<file path="config.mk">
export PLATFORM = sky130hd
export DESIGN_NAME = mult_accumulator
export DESIGN_NICKNAME = d
export VERILOG_FILES = /design/src/rtl/mult_accumulator.sv
export SDC_FILE = /design/constraint.sdc
export NUM_CORES = 1
export LEC_CHECK = 0
export CORE_MARGIN = 5
export CORE_UTILIZATION = 40
export CTS_CLUSTER_DIAMETER = 60
export DETAILED_ROUTE_END_ITERATION = 12
export GPL_ROUTABILITY_DRIVEN = 0
export PLACE_DENSITY_LB_ADDON = 0.25
export SYNTH_ARGS = -nofsm -noshare
export SYNTH_HDL_FRONTEND = slang
export SYNTH_SLANG_ARGS = --single-unit
</file>
<file path="constraint.sdc">
create_clock -name clk -period 2.1 [get_ports clk]
set_input_delay 0.21 -clock clk [delete_from_list [all_inputs] [get_ports clk]]
set_output_delay 0.21 -clock clk [all_outputs]
set_load 0.03 [all_outputs]
</file>
<file path="src/rtl/mult_accumulator.sv">
// Burst accumulator behind the 4x4 array multiplier: sums a burst of 8-bit products
// into an ACC_W-bit register and emits one {sum, count, overflow} result per burst.
module mult_accumulator #(
  parameter int ACC_W   = 10,
  parameter int MAX_LEN = 4,
  parameter int CNT_W   = $clog2(MAX_LEN + 1)
) (
  input  logic             clk,
  input  logic             rst,
  input  logic             in_valid,
  output logic             in_ready,
  input  logic [7:0]       in_prod,
  input  logic             in_last,
  output logic             out_valid,
  input  logic             out_ready,
  output logic [ACC_W-1:0] out_sum,
  output logic [CNT_W-1:0] out_count,
  output logic             out_ovf
);

  logic [ACC_W-1:0] acc_q, acc_d;
  logic [CNT_W-1:0] cnt_q, cnt_d;
  logic             ovf_q, ovf_d;
  logic [ACC_W-1:0] res_sum_q, res_sum_d;
  logic [CNT_W-1:0] res_cnt_q, res_cnt_d;
  logic             res_ovf_q, res_ovf_d;
  logic             out_valid_q, out_valid_d;

  logic             accept;
  logic             closing;
  logic [ACC_W:0]   sum_next;
  logic [CNT_W-1:0] cnt_inc;
  logic             ovf_next;

  // A held result only blocks input while downstream is not taking it this cycle.
  assign in_ready = !rst && (!out_valid_q || out_ready);
  assign accept   = in_valid && in_ready;

  assign sum_next = {1'b0, acc_q} + {{(ACC_W - 7){1'b0}}, in_prod};
  assign ovf_next = ovf_q | sum_next[ACC_W];
  assign cnt_inc  = cnt_q + 1'b1;
  assign closing  = in_last || (cnt_inc == CNT_W'(MAX_LEN));

  always_comb begin
    // NOTE: every next-state signal is defaulted to its current value first, so no
    // path through the branches below can leave one unassigned and infer a latch.
    acc_d       = acc_q;
    cnt_d       = cnt_q;
    ovf_d       = ovf_q;
    res_sum_d   = res_sum_q;
    res_cnt_d   = res_cnt_q;
    res_ovf_d   = res_ovf_q;
    out_valid_d = out_valid_q;

    if (out_valid_q && out_ready) begin
      out_valid_d = 1'b0;
    end

    if (accept) begin
      if (closing) begin
        // A closing beat overrides the take above, so a fresh result can replace
        // the one leaving in the same cycle without a bubble.
        res_sum_d   = sum_next[ACC_W-1:0];
        res_cnt_d   = cnt_inc;
        res_ovf_d   = ovf_next;
        out_valid_d = 1'b1;
        acc_d       = '0;
        cnt_d       = '0;
        ovf_d       = 1'b0;
      end else begin
        acc_d = sum_next[ACC_W-1:0];
        cnt_d = cnt_inc;
        ovf_d = ovf_next;
      end
    end
  end

  // NOTE: state registers use non-blocking assignments so every register samples
  // the pre-edge values computed above; all of them, result side included, reset
  // to zero so a reset discards both the partial burst and any held result.
  always_ff @(posedge clk) begin
    if (rst) begin
      acc_q       <= '0;
      cnt_q       <= '0;
      ovf_q       <= 1'b0;
      res_sum_q   <= '0;
      res_cnt_q   <= '0;
      res_ovf_q   <= 1'b0;
      out_valid_q <= 1'b0;
    end else begin
      acc_q       <= acc_d;
      cnt_q       <= cnt_d;
      ovf_q       <= ovf_d;
      res_sum_q   <= res_sum_d;
      res_cnt_q   <= res_cnt_d;
      res_ovf_q   <= res_ovf_d;
      out_valid_q <= out_valid_d;
    end
  end

  assign out_valid = out_valid_q;
  assign out_sum   = res_sum_q;
  assign out_count = res_cnt_q;
  assign out_ovf   = res_ovf_q;

endmodule

</file>
==> impl_metrics.csv, run 1 <==
group,metric,value,unit
sta,setup_viol,0,
pwr,power.leakage,0.776,nW
placed_design,pre_cts_ws,-0.350,ns
routing,wire_per_inst,13.5,um
sta,fin_crit_sh,0.966,
pwr,seq_power_share,0.457,
final_layout,diodes,0,
floorplanning,dieWidth,71.2,um
critical_path,endpoint_kind,"register",
sta,grt_setup_unrepaired,"false",
floorplanning,core.rowCount,22,
hold_path,hp-class,"input pin to register",
final_layout,nets,238,
critical_path,worst-setup-path-type,"register to register",
placed_design,io_buffers,28,
routing,vias,1366,
clock_network,insertion_delay,0.28,ns
pwr,switching_share,0.265,
synthesis,synth_top_cell_by_area,"dfxtp_1",
pwr,ir_drop,342,uV
placed_design,dp_hpwl,2580,um
synthesis,synth-seq-area-share,0.387,
global_routing,grt_first_pass_wirelength,5860,um
routing,drt-initial-drc-count,54,
final_layout,nFillCells,333,
synthesis,synth-warning-count,0,
clock_network,cts_hold_buffers,0,
critical_path,crit_arrival,2.23,ns
synthesis,syn-cell-area,0.00150,mm^2
sta,maxSlewViolCount,0,
sta,relSlewSlack,0.725,
synthesis,synth.distinct_cells,38,
pwr,p_sw,0.000337,W
pwr,p_per_area,634,mW/mm^2
synthesis,yosysMostFrequentCell,"dfxtp_1",
clock_network,htree_num_levels,2,
synthesis,synth.area.top_cells,"dfxtp_1 (39%), ha_1 (8.3%), a21oi_1 (6.7%)",
global_routing,overflow,0,
sta,post-route-min-period,2.03,ns
synthesis,netlist_top_cells_count,"dfxtp_1 (29), a21oi_1 (20), nand2_1 (20)",
floorplanning,core,0.00363,mm^2
clock_network,cts_tree,"done",
clock_network,clk_pin_slew_worst_paths,0.06,ns
routing,drcViolationCount,0,
routing,routed_wl,3550,um
synthesis,synth_nets,197,
global_routing,grt-busiest-layer,"met2",
synthesis,syn_avg_cell_area,8.66,um^2
sta,final_hold_viol_count,0,
final_layout,multi_input_area,888,um^2
global_routing,grt_start_max_net_pins,32,
floorplanning,die_area,0.00507,mm^2
global_routing,use_met1,0.174,
critical_path,startpoint_type,"register",
clock_network,cts_root_buf,"clkbuf_8",
floorplanning,fp.dieH,71.2,um
global_routing,first_global_vias,1320,
sta,worst_slack,0.0712,ns
global_routing,antenna_found_initial,0,
pwr,p_int,0.000937,W
routing,first_pass_iters,4,
synthesis,synth_cells,173,
run,max_cap_violations,0,
clock_network,cts-buffers-inserted,5,
synthesis,synth_flop_cell,"dfxtp_1",
routing,ant_nets,0,
synthesis,async_flop_share,0,
sta,skew,0.00303,ns
routing,via_per_inst,5.21,
outcome,status,"complete, no violations",
pwr,clkPwrFrac,0.357,
floorplanning,io_pins,29,
final_layout,post-route-util,0.553,
critical_path,required,2.30,ns
clock_network,clockBufferDepth,2,
global_routing,met3_usage,0.0491,
pwr,p_comb_frac,0.186,
final_layout,ff_latch_area,582,um^2
clock_network,clock_sinks,29,
final_layout,area_delta_synth_final,34.1,%
floorplanning,initial_utilization,0.413,
sta,fmax,493,MHz
global_routing,use_met2,0.231,
critical_path,r2r_slack,0.07,ns
critical_path,path_max_fanout,2,
sta,max_slew.worst_pin.slew,0.411,ns
global_routing,track_usage,0.146,
synthesis,synth-seq-cells,29,
synthesis,synth_top_area_frac,0.387,
final_layout,drive_above_1_share,0.159,
synthesis,synth-edff-count,0,
## layout by cell type (no fill, tap or decap), drive strengths merged, types with 2 or more instances in the layout
cell type and n:
nor2b 2, buf 14, xor2 6, a21o 3
nand2b 2, o21ai 12, nand3b 8, nor3 4
clkbuf 7, nand3 3, a211oi 4, a21oi 21
ha 10, and2 2, dfxtp 29, xnor2 3
nor2 18, o211ai 2, inv 4, clkdlybuf4s50 26
a22oi 3, nand2 22
## per-stage QoR
step	area (um^2)	setup TNS (ns)	hold slack, ns	std cells	total power (W)
after floorplan	1500	0	0.409	173	0.000735
after global placement	1890	-1.88	0.444	254	0.000821
after detailed placement	1890	-2.24	0.450	254	0.000827
after CTS	1990	0	0.462	261	0.00129
after global routing	2010	0	0.388	262	0.00133
final	2010	0	0.376	262	0.00127
## flip-flops by register name, summed over array words and instances, names as in the netlist
signal and cells:
acc_q 10, out_sum 10, cnt_q 3, out_count 3, out_ovf 1, out_valid 1, ovf_q 1
## power by group through the flow
stage	clock network [W]	logic, W	registers (W)
floorplan	0	0.000119	0.000616
global placement	0	0.000228	0.000593
detailed placement	0	0.000233	0.000594
CTS	0.000474	0.000236	0.000582
global route	0.000490	0.000258	0.000585
finish	0.000455	0.000237	0.000583
## worst paths after layout
check | cells past startpoint | from | to
max reg2reg | 8 | acc_q[0] | out_ovf
max | 8 | acc_q[0] | out_ovf
min reg2reg | 2 | out_sum[2] | out_sum[2]
min | 4 | in_prod[0] | out_sum[0]
## layout make-up
type,instances,area share
multi-input cells,133,0.442
well taps,48,0.0299
clock buffers,7,0.0430
flip-flops and latches,29,0.290
repair buffers,41,0.188
inverters,4,0.00747
## cell families after synthesis
family / Yosys count / synth area share
xor+xnor: 9 / 0.0576
compound gates: 50 / 0.218
buf+inv: 11 / 0.0317
flops: 29 / 0.387
simple gates: 63 / 0.209
fa+ha+maj: 11 / 0.0968
## per-layer routing
| layer | vias to the layer above | routed length, um |
|---|---|---|
| met5 | - | 0 |
| li1 | 685 | - |
| met4 | 0 | 74 |
| met3 | 9 | 242 |
| met2 | 40 | 1670 |
| met1 | 632 | 1560 |
## worst max-delay path, cell delays in order (launching register included)
cell	delay (ns)
dfxtp_2	0.35
ha_2	0.18
inv_1	0.06
fa_2	0.37
nand2b_4	0.16
a2111oi_4	0.34
buf_4	0.17
o211ai_1	0.10
a211oi_1	0.23
## what timing repair did
item,CTS,global route
pin swaps,2,4
setup buffers,0,1
cloned,0,0
hold endpoints to repair,0,0
resized for setup,3,4
setup endpoints to repair,3,5
Power figures use the tool's default switching activity.
==> inputs of run 2 (changes only) <==
==> constraint.sdc (replaced) <==
create_clock -name clk -period 2.1 [get_ports clk]
set_input_delay 0.42 -clock clk [delete_from_list [all_inputs] [get_ports clk]]
set_output_delay 0.42 -clock clk [all_outputs]
set_load 0.03 [all_outputs]
==> run 2 against run 1 <==
Net effect: setup slack better by 0.015 ns; clock skew up 0.0041 ns; via count up 1.3%; first-iteration DRC count up 100%; worst hold slack better by 0.081 ns; sequential cell count unchanged; sequential power about the same; non-clock buffer count up 3; clock power up 15%.
==> impl_metrics.csv, run 2 (synthesis gave the netlist of run 1 again) <==
group,metric,value,unit
clock_network,cts-buffers-inserted,5,
critical_path,r2r_slack,0.10,ns
routing,ant_nets,0,
routing,drcViolationCount,0,
placed_design,placed_cells,258,
critical_path,worst-setup-path-type,"input pin to register",
pwr,p_per_area,659,mW/mm^2
global_routing,antenna_found_initial,0,
pwr,power.leakage,0.789,nW
critical_path,endpoint_kind,"register",
global_routing,first_global_vias,1424,
placed_design,dp_hpwl,2690,um
hold_path,worstHoldPathCells,2,
routing,routed_wl,3680,um
critical_path,timing.rr.start,"acc_q[0]",
hold_path,hp-class,"register to register",
final_layout,mostFrequentLayoutCells,"dfxtp_1 (28), clkdlybuf4s50_1 (25), nand2_1 (20), a21oi_1 (20), buf_4 (17)",
critical_path,startpoint_type,"input pin",
clock_network,cts_setup_buffers,0,
routing,wire_per_inst,13.8,um
floorplanning,dieWidth,71.2,um
sta,skew,0.00716,ns
global_routing,track_usage,0.156,
global_routing,grt_first_pass_wirelength,6290,um
critical_path,crit_chain,"clkdlybuf4s50_1 > ha_1 > nand2b_4 > a2111oi_4 > nor2_2 > or3_1 > a21oi_1",
critical_path,critPathMaxStageDelay,0.41,ns
sta,fin_crit_sh,0.959,
routing,via_per_inst,5.20,
critical_path,worstReg2RegEnd,"acc_q[8]",
final_layout,ff_latch_area,582,um^2
sta,post-route-min-period,2.01,ns
final_layout,nFillCells,345,
clock_network,insertion_delay,0.29,ns
sta,setup_viol,0,
global_routing,overflow,0,
critical_path,crit_arrival,2.23,ns
floorplanning,die_area,0.00507,mm^2
critical_path,reg2reg_depth,8,
outcome,status,"complete, no violations",
sta,final_hold_viol_count,0,
routing,vias,1384,
floorplanning,io_pins,29,
final_layout,area_delta_synth_final,36.8,%
sta,fmax,496,MHz
sta,grt_setup_unrepaired,"false",
clock_network,htree_num_levels,2,
routing,drt-initial-drc-count,110,
clock_network,cts_tree,"done",
final_layout,layout_commonest_cell,"dfxtp_1",
pwr,ir_drop,412,uV
critical_path,cp_slowest_cell,"ha_1",
final_layout,diodes,0,
hold_path,min_from,"out_sum[4]",
sta,relSlewSlack,0.715,
final_layout,nets,241,
floorplanning,initial_utilization,0.413,
clock_network,clk_pin_slew_worst_paths,0.07,ns
critical_path,path_max_fanout,4,
clock_network,cts_root_buf,"clkbuf_8",
clock_network,clockBufferDepth,2,
placed_design,io_buffers,28,
critical_path,required,2.32,ns
run,max_cap_violations,0,
clock_network,cts_hold_buffers,0,
clock_network,clock_sinks,29,
floorplanning,core.rowCount,22,
final_layout,multi_input_area,896,um^2
final_layout,final_cells,266,
global_routing,grt_start_max_net_pins,32,
final_layout,fin_area,0.00205,mm^2
hold_path,holdPathEnd,"out_sum[4]",
placed_design,pre_cts_ws,-0.498,ns
floorplanning,fp.dieH,71.2,um
sta,worst_slack,0.0859,ns
final_layout,drive_above_1_share,0.188,
sta,maxSlewViolCount,0,
sta,max_slew.worst_pin.slew,0.426,ns
placed_design,placed_cell_area,0.00193,mm^2
floorplanning,core,0.00363,mm^2
routing,first_pass_iters,4,
run 2: power by group:
part | total (W) | switching, W | internal (W) | leakage, nW
registers | 0.000582 | 0.0000118 | 0.000571 | 0.236
logic | 0.000248 | 0.000134 | 0.000113 | 0.499
clock network | 0.000521 | 0.000225 | 0.000296 | 0.0542
run 2: repair_timing:
item | CTS | global route
gates resized for setup | 5 | 4
endpoints found under the setup margin | 4 | 2
pin swaps | 6 | 4
endpoints found under the hold margin | 0 | 0
run 2: worst max-delay path, delay by kind of cell:
kind | cells | cell delay (ns)
adder cells (fa/ha/maj) | 1 | 0.41
buffers and inverters | 1 | 0.40
AO/OA/AOI/OAI | 2 | 0.52
AND/OR/NAND/NOR | 3 | 0.48
run 2: per-stage QoR:
step | power, W | util | hold slack [ns] | setup TNS [ns]
3_5_place_dp | 0.000839 | 0.532 | 0.452 | -3.88
6_report | 0.00135 | 0.564 | 0.457 | 0
2_1_floorplan | 0.000737 | - | 0.434 | 0
4_1_cts | 0.00136 | 0.560 | 0.458 | 0
3_3_place_gp | 0.000832 | 0.532 | 0.444 | -3.80
5_1_grt | 0.00141 | 0.564 | 0.476 | 0
run 2: layout make-up:
cell class,count,share of cell area
clock inverters,1,0.00244
multi-input cells,133,0.437
well taps,48,0.0293
inverters,4,0.00732
flip-flops and latches,29,0.284
clock buffers,7,0.0470
repair buffers,44,0.193
run 2: metal layers:
layer	global-route usage	share of wire
met2	0.264	0.48
met3	0.0617	0.066
met4	0.0710	0.024
met1	0.171	0.43
met5	0	0
run 2: worst max-delay path by stage:
stage / start / to / slack, ns / depth (start not counted)
after floorplan: in_prod[0] / acc_q[8] / 0.03 / 8
after global placement: in_prod[0] / acc_q[8] / -0.44 / 9
after detailed placement: in_prod[0] / acc_q[8] / -0.50 / 9
final: in_prod[2] / acc_q[8] / 0.09 / 7
after global routing: acc_q[0] / acc_q[8] / 0.03 / 8
after CTS: acc_q[0] / acc_q[8] / 0.03 / 8
==> inputs of run 3 (changes only) <==
- ABC_AREA: default -> 1
- CTS_CLUSTER_DIAMETER: 60 -> 30
==> run 3 against run 2 <==
Net effect: sequential share of layout area is 0.82 points lower; design area up 2.7%; worst hold slack improved by 0.013 ns; maximum frequency increased by 3.2%; combinational power fell by 2%; power grew 5.9%; synthesized cell count is 28% higher; largest cell class unchanged; highest routed layer unchanged.
==> impl_metrics.csv, run 3 <==
group,metric,value,unit
sta,setup_tns,0,ns
floorplanning,dieWidth,73.0,um
critical_path,reg2reg_depth,12,
sta,grt_setup_unrepaired,"false",
critical_path,path_max_fanout,3,
critical_path,crit_path_end,"out_sum[8]",
final_layout,drive_above_1_share,0.129,
sta,post-route-min-period,1.95,ns
sta,maxSlewViolCount,0,
hold_path,hp-class,"register to register",
synthesis,yosysMostFrequentCell,"nand2_1",
global_routing,track_usage,0.146,
clock_network,htree_num_levels,2,
clock_network,clock_sinks,29,
sta,setup_viol,0,
floorplanning,die_area,0.00532,mm^2
final_layout,nets,287,
critical_path,worst-setup-path-type,"input pin to register",
synthesis,synth_top_cell_by_area,"dfxtp_1",
outcome,status,"complete, no violations",
routing,routed_wl,3600,um
pwr,seq_power_share,0.408,
pwr,clkPwrFrac,0.422,
routing,via_per_inst,4.76,
placed_design,dp_hpwl,2620,um
placed_design,placed_cells,304,
critical_path,endpoint_kind,"register",
pwr,p_comb_frac,0.170,
floorplanning,core.rowCount,22,
critical_path,worstReg2RegEnd,"out_sum[8]",
pwr,switching_share,0.256,
pwr,ir_drop,373,uV
synthesis,synth_top_family_by_area,"simple AND/OR/NAND/NOR gates",
critical_path,r2r_slack,0.42,ns
clock_network,cts-buffers-inserted,5,
synthesis,syn-cell-area,0.00159,mm^2
synthesis,synth-edff-count,0,
sta,skew,0.00531,ns
global_routing,grt_start_max_net_pins,23,
synthesis,netlist_top_cells_count,"nand2_1 (63), dfxtp_1 (29), nor2_1 (28)",
clock_network,insertion_delay,0.28,ns
synthesis,syn_avg_cell_area,7.17,um^2
final_layout,layout_commonest_cell,"nand2_1",
synthesis,synth-warning-count,0,
synthesis,synth_cells,221,
routing,drcViolationCount,0,
critical_path,crit_top_cell,"nand2_1",
synthesis,async_flop_share,0,
critical_path,cp_slowest_cell,"clkdlybuf4s50_1",
sta,final_hold_viol_count,0,
final_layout,diodes,0,
pwr,p_sw,0.000367,W
global_routing,grt_first_pass_wirelength,6000,um
critical_path,timing.rr.start,"acc_q[0]",
synthesis,synth.distinct_cells,27,
placed_design,io_buffers,28,
critical_path,crit_chain,"clkdlybuf4s50_1 > ha_1 > inv_1 > fa_2 > o21ai_1 > buf_4 > nand2_1 > nand2_1 > nand2_1 > nand2_1 > nand2_1 > nand2_1 > inv_1",
synthesis,synth_nets,245,
synthesis,synth.area.top_cells,"dfxtp_1 (37%), nand2_1 (15%), ha_1 (7.9%)",
critical_path,critPathLaunch,"in_prod[0]",
clock_network,clk_pin_slew_worst_paths,0.07,ns
synthesis,synthSimpleGateAreaFrac,0.295,
clock_network,clockBufferDepth,2,
synthesis,synth_xor_area_frac,0.0268,
synthesis,synth_flop_cell,"dfxtp_1",
routing,vias,1486,
clock_network,cts_tree,"done",
sta,max_slew.worst_pin.slew,0.316,ns
floorplanning,fp.dieH,73.0,um
critical_path,startpoint_type,"input pin",
synthesis,synth-seq-area-share,0.366,
global_routing,antenna_found_initial,0,
pwr,power.leakage,0.967,nW
synthesis,synth-compound-area-share,0.135,
synthesis,muxShareOfSynthArea,0,
critical_path,required,2.28,ns
synthesis,synth_adder_area_share,0.0916,
global_routing,overflow,0,
final_layout,final_cells,312,
sta,fin_crit_sh,0.930,
floorplanning,io_pins,29,
critical_path,critPathMaxStageDelay,0.47,ns
synthesis,synth-seq-cells,29,
sta,fmax,512,MHz
global_routing,first_global_vias,1421,
clock_network,cts_root_buf,"clkbuf_8",
floorplanning,initial_utilization,0.423,
floorplanning,core,0.00374,mm^2
final_layout,area_delta_synth_final,32.9,%
final_layout,mostFrequentLayoutCells,"nand2_1 (63), dfxtp_1 (29), nor2_1 (28)",
routing,first_pass_iters,4,
critical_path,crit_arrival,2.13,ns
pwr,p_int,0.00106,W
pwr,p_per_area,679,mW/mm^2
routing,wire_per_inst,11.5,um
run,max_cap_violations,0,
synthesis,synth_top_area_frac,0.366,
routing,drt-initial-drc-count,118,
routing,ant_nets,0,
sta,relSlewSlack,0.789,
-- run 3: cell types whose count changed after synthesis, moves of 4 or more --
cell	before	now
inv_1	4	23
nand2_1	20	63
nand3_1	3	12
nand3b_1	8	3
o21ai_1	6	0
nor3_1	4	0
nor2_1	15	28
-- run 3: per-stage QoR --
step | area [um^2] | setup slack (ns) | util | hold slack (ns) | total power, W
6_report | 2110 | 0.148 | 0.563 | 0.470 | 0.00143
3_3_place_gp | 1980 | -0.192 | 0.530 | 0.460 | 0.000837
2_1_floorplan | 1590 | 0.258 | - | 0.447 | 0.000740
3_5_place_dp | 1980 | -0.239 | 0.530 | 0.462 | 0.000838
4_1_cts | 2100 | 0.0559 | 0.562 | 0.473 | 0.00145
5_1_grt | 2110 | 0.0270 | 0.563 | 0.491 | 0.00150
-- run 3: worst min path at each step --
stage	from	to	slack [ns]	depth (start not counted)
global route	acc_q[2]	acc_q[2]	0.49	2
floorplan	ovf_q	ovf_q	0.45	2
global placement	acc_q[3]	acc_q[3]	0.46	2
detailed placement	acc_q[0]	acc_q[0]	0.46	2
finish	acc_q[0]	acc_q[0]	0.47	2
CTS	acc_q[0]	acc_q[0]	0.47	2
-- run 3: logic make-up after synthesis --
group           Yosys count
buf+inv                  29
compound gates           35
xor+xnor                  4
fa+ha+maj                11
flops                    29
simple gates            113
-- run 3: repair_timing --
item | 4_1_cts | 5_1_grt
hold buffers | 0 | 0
buffers inserted | 0 | 0
endpoints found under the setup margin | 0 | 8
resized for setup | 0 | 2
-- run 3: final cells by class --
class                           instances  area (um^2)
Clock buffer                            6         82.6
Clock inverter                          2         37.5
Fill cell                             383         1640
Inverter                               23         86.3
Multi-Input combinational cell        163          872
Sequential cell                        29          581
Tap cell                               48         60.1
Timing Repair Buffer                   41          388
-- run 3: critical path, delay by kind of cell --
family | cells | cell delay [ns]
buffers and inverters | 4 | 0.70
adder cells (fa/ha/maj) | 2 | 0.52
AND/OR/NAND/NOR | 6 | 0.36
AO/OA/AOI/OAI | 1 | 0.13
-- run 3: power groups by stage --
stage               registers (W)  logic (W)  clock network, W
finish                   0.000584   0.000243          0.000604
global route             0.000587   0.000266          0.000644
CTS                      0.000584   0.000243          0.000623
detailed placement       0.000596   0.000242                 0
global placement         0.000596   0.000240                 0
floorplan                0.000623   0.000117                 0
-- run 3: per-layer routing --
layer / global-route usage / part of all wire / wire length [um]
met1: 0.182 / 0.49 / 1780
met2: 0.229 / 0.44 / 1580
met3: 0.0537 / 0.053 / 189
met4: 0.0553 / 0.012 / 44
met5: 0 / 0 / 0
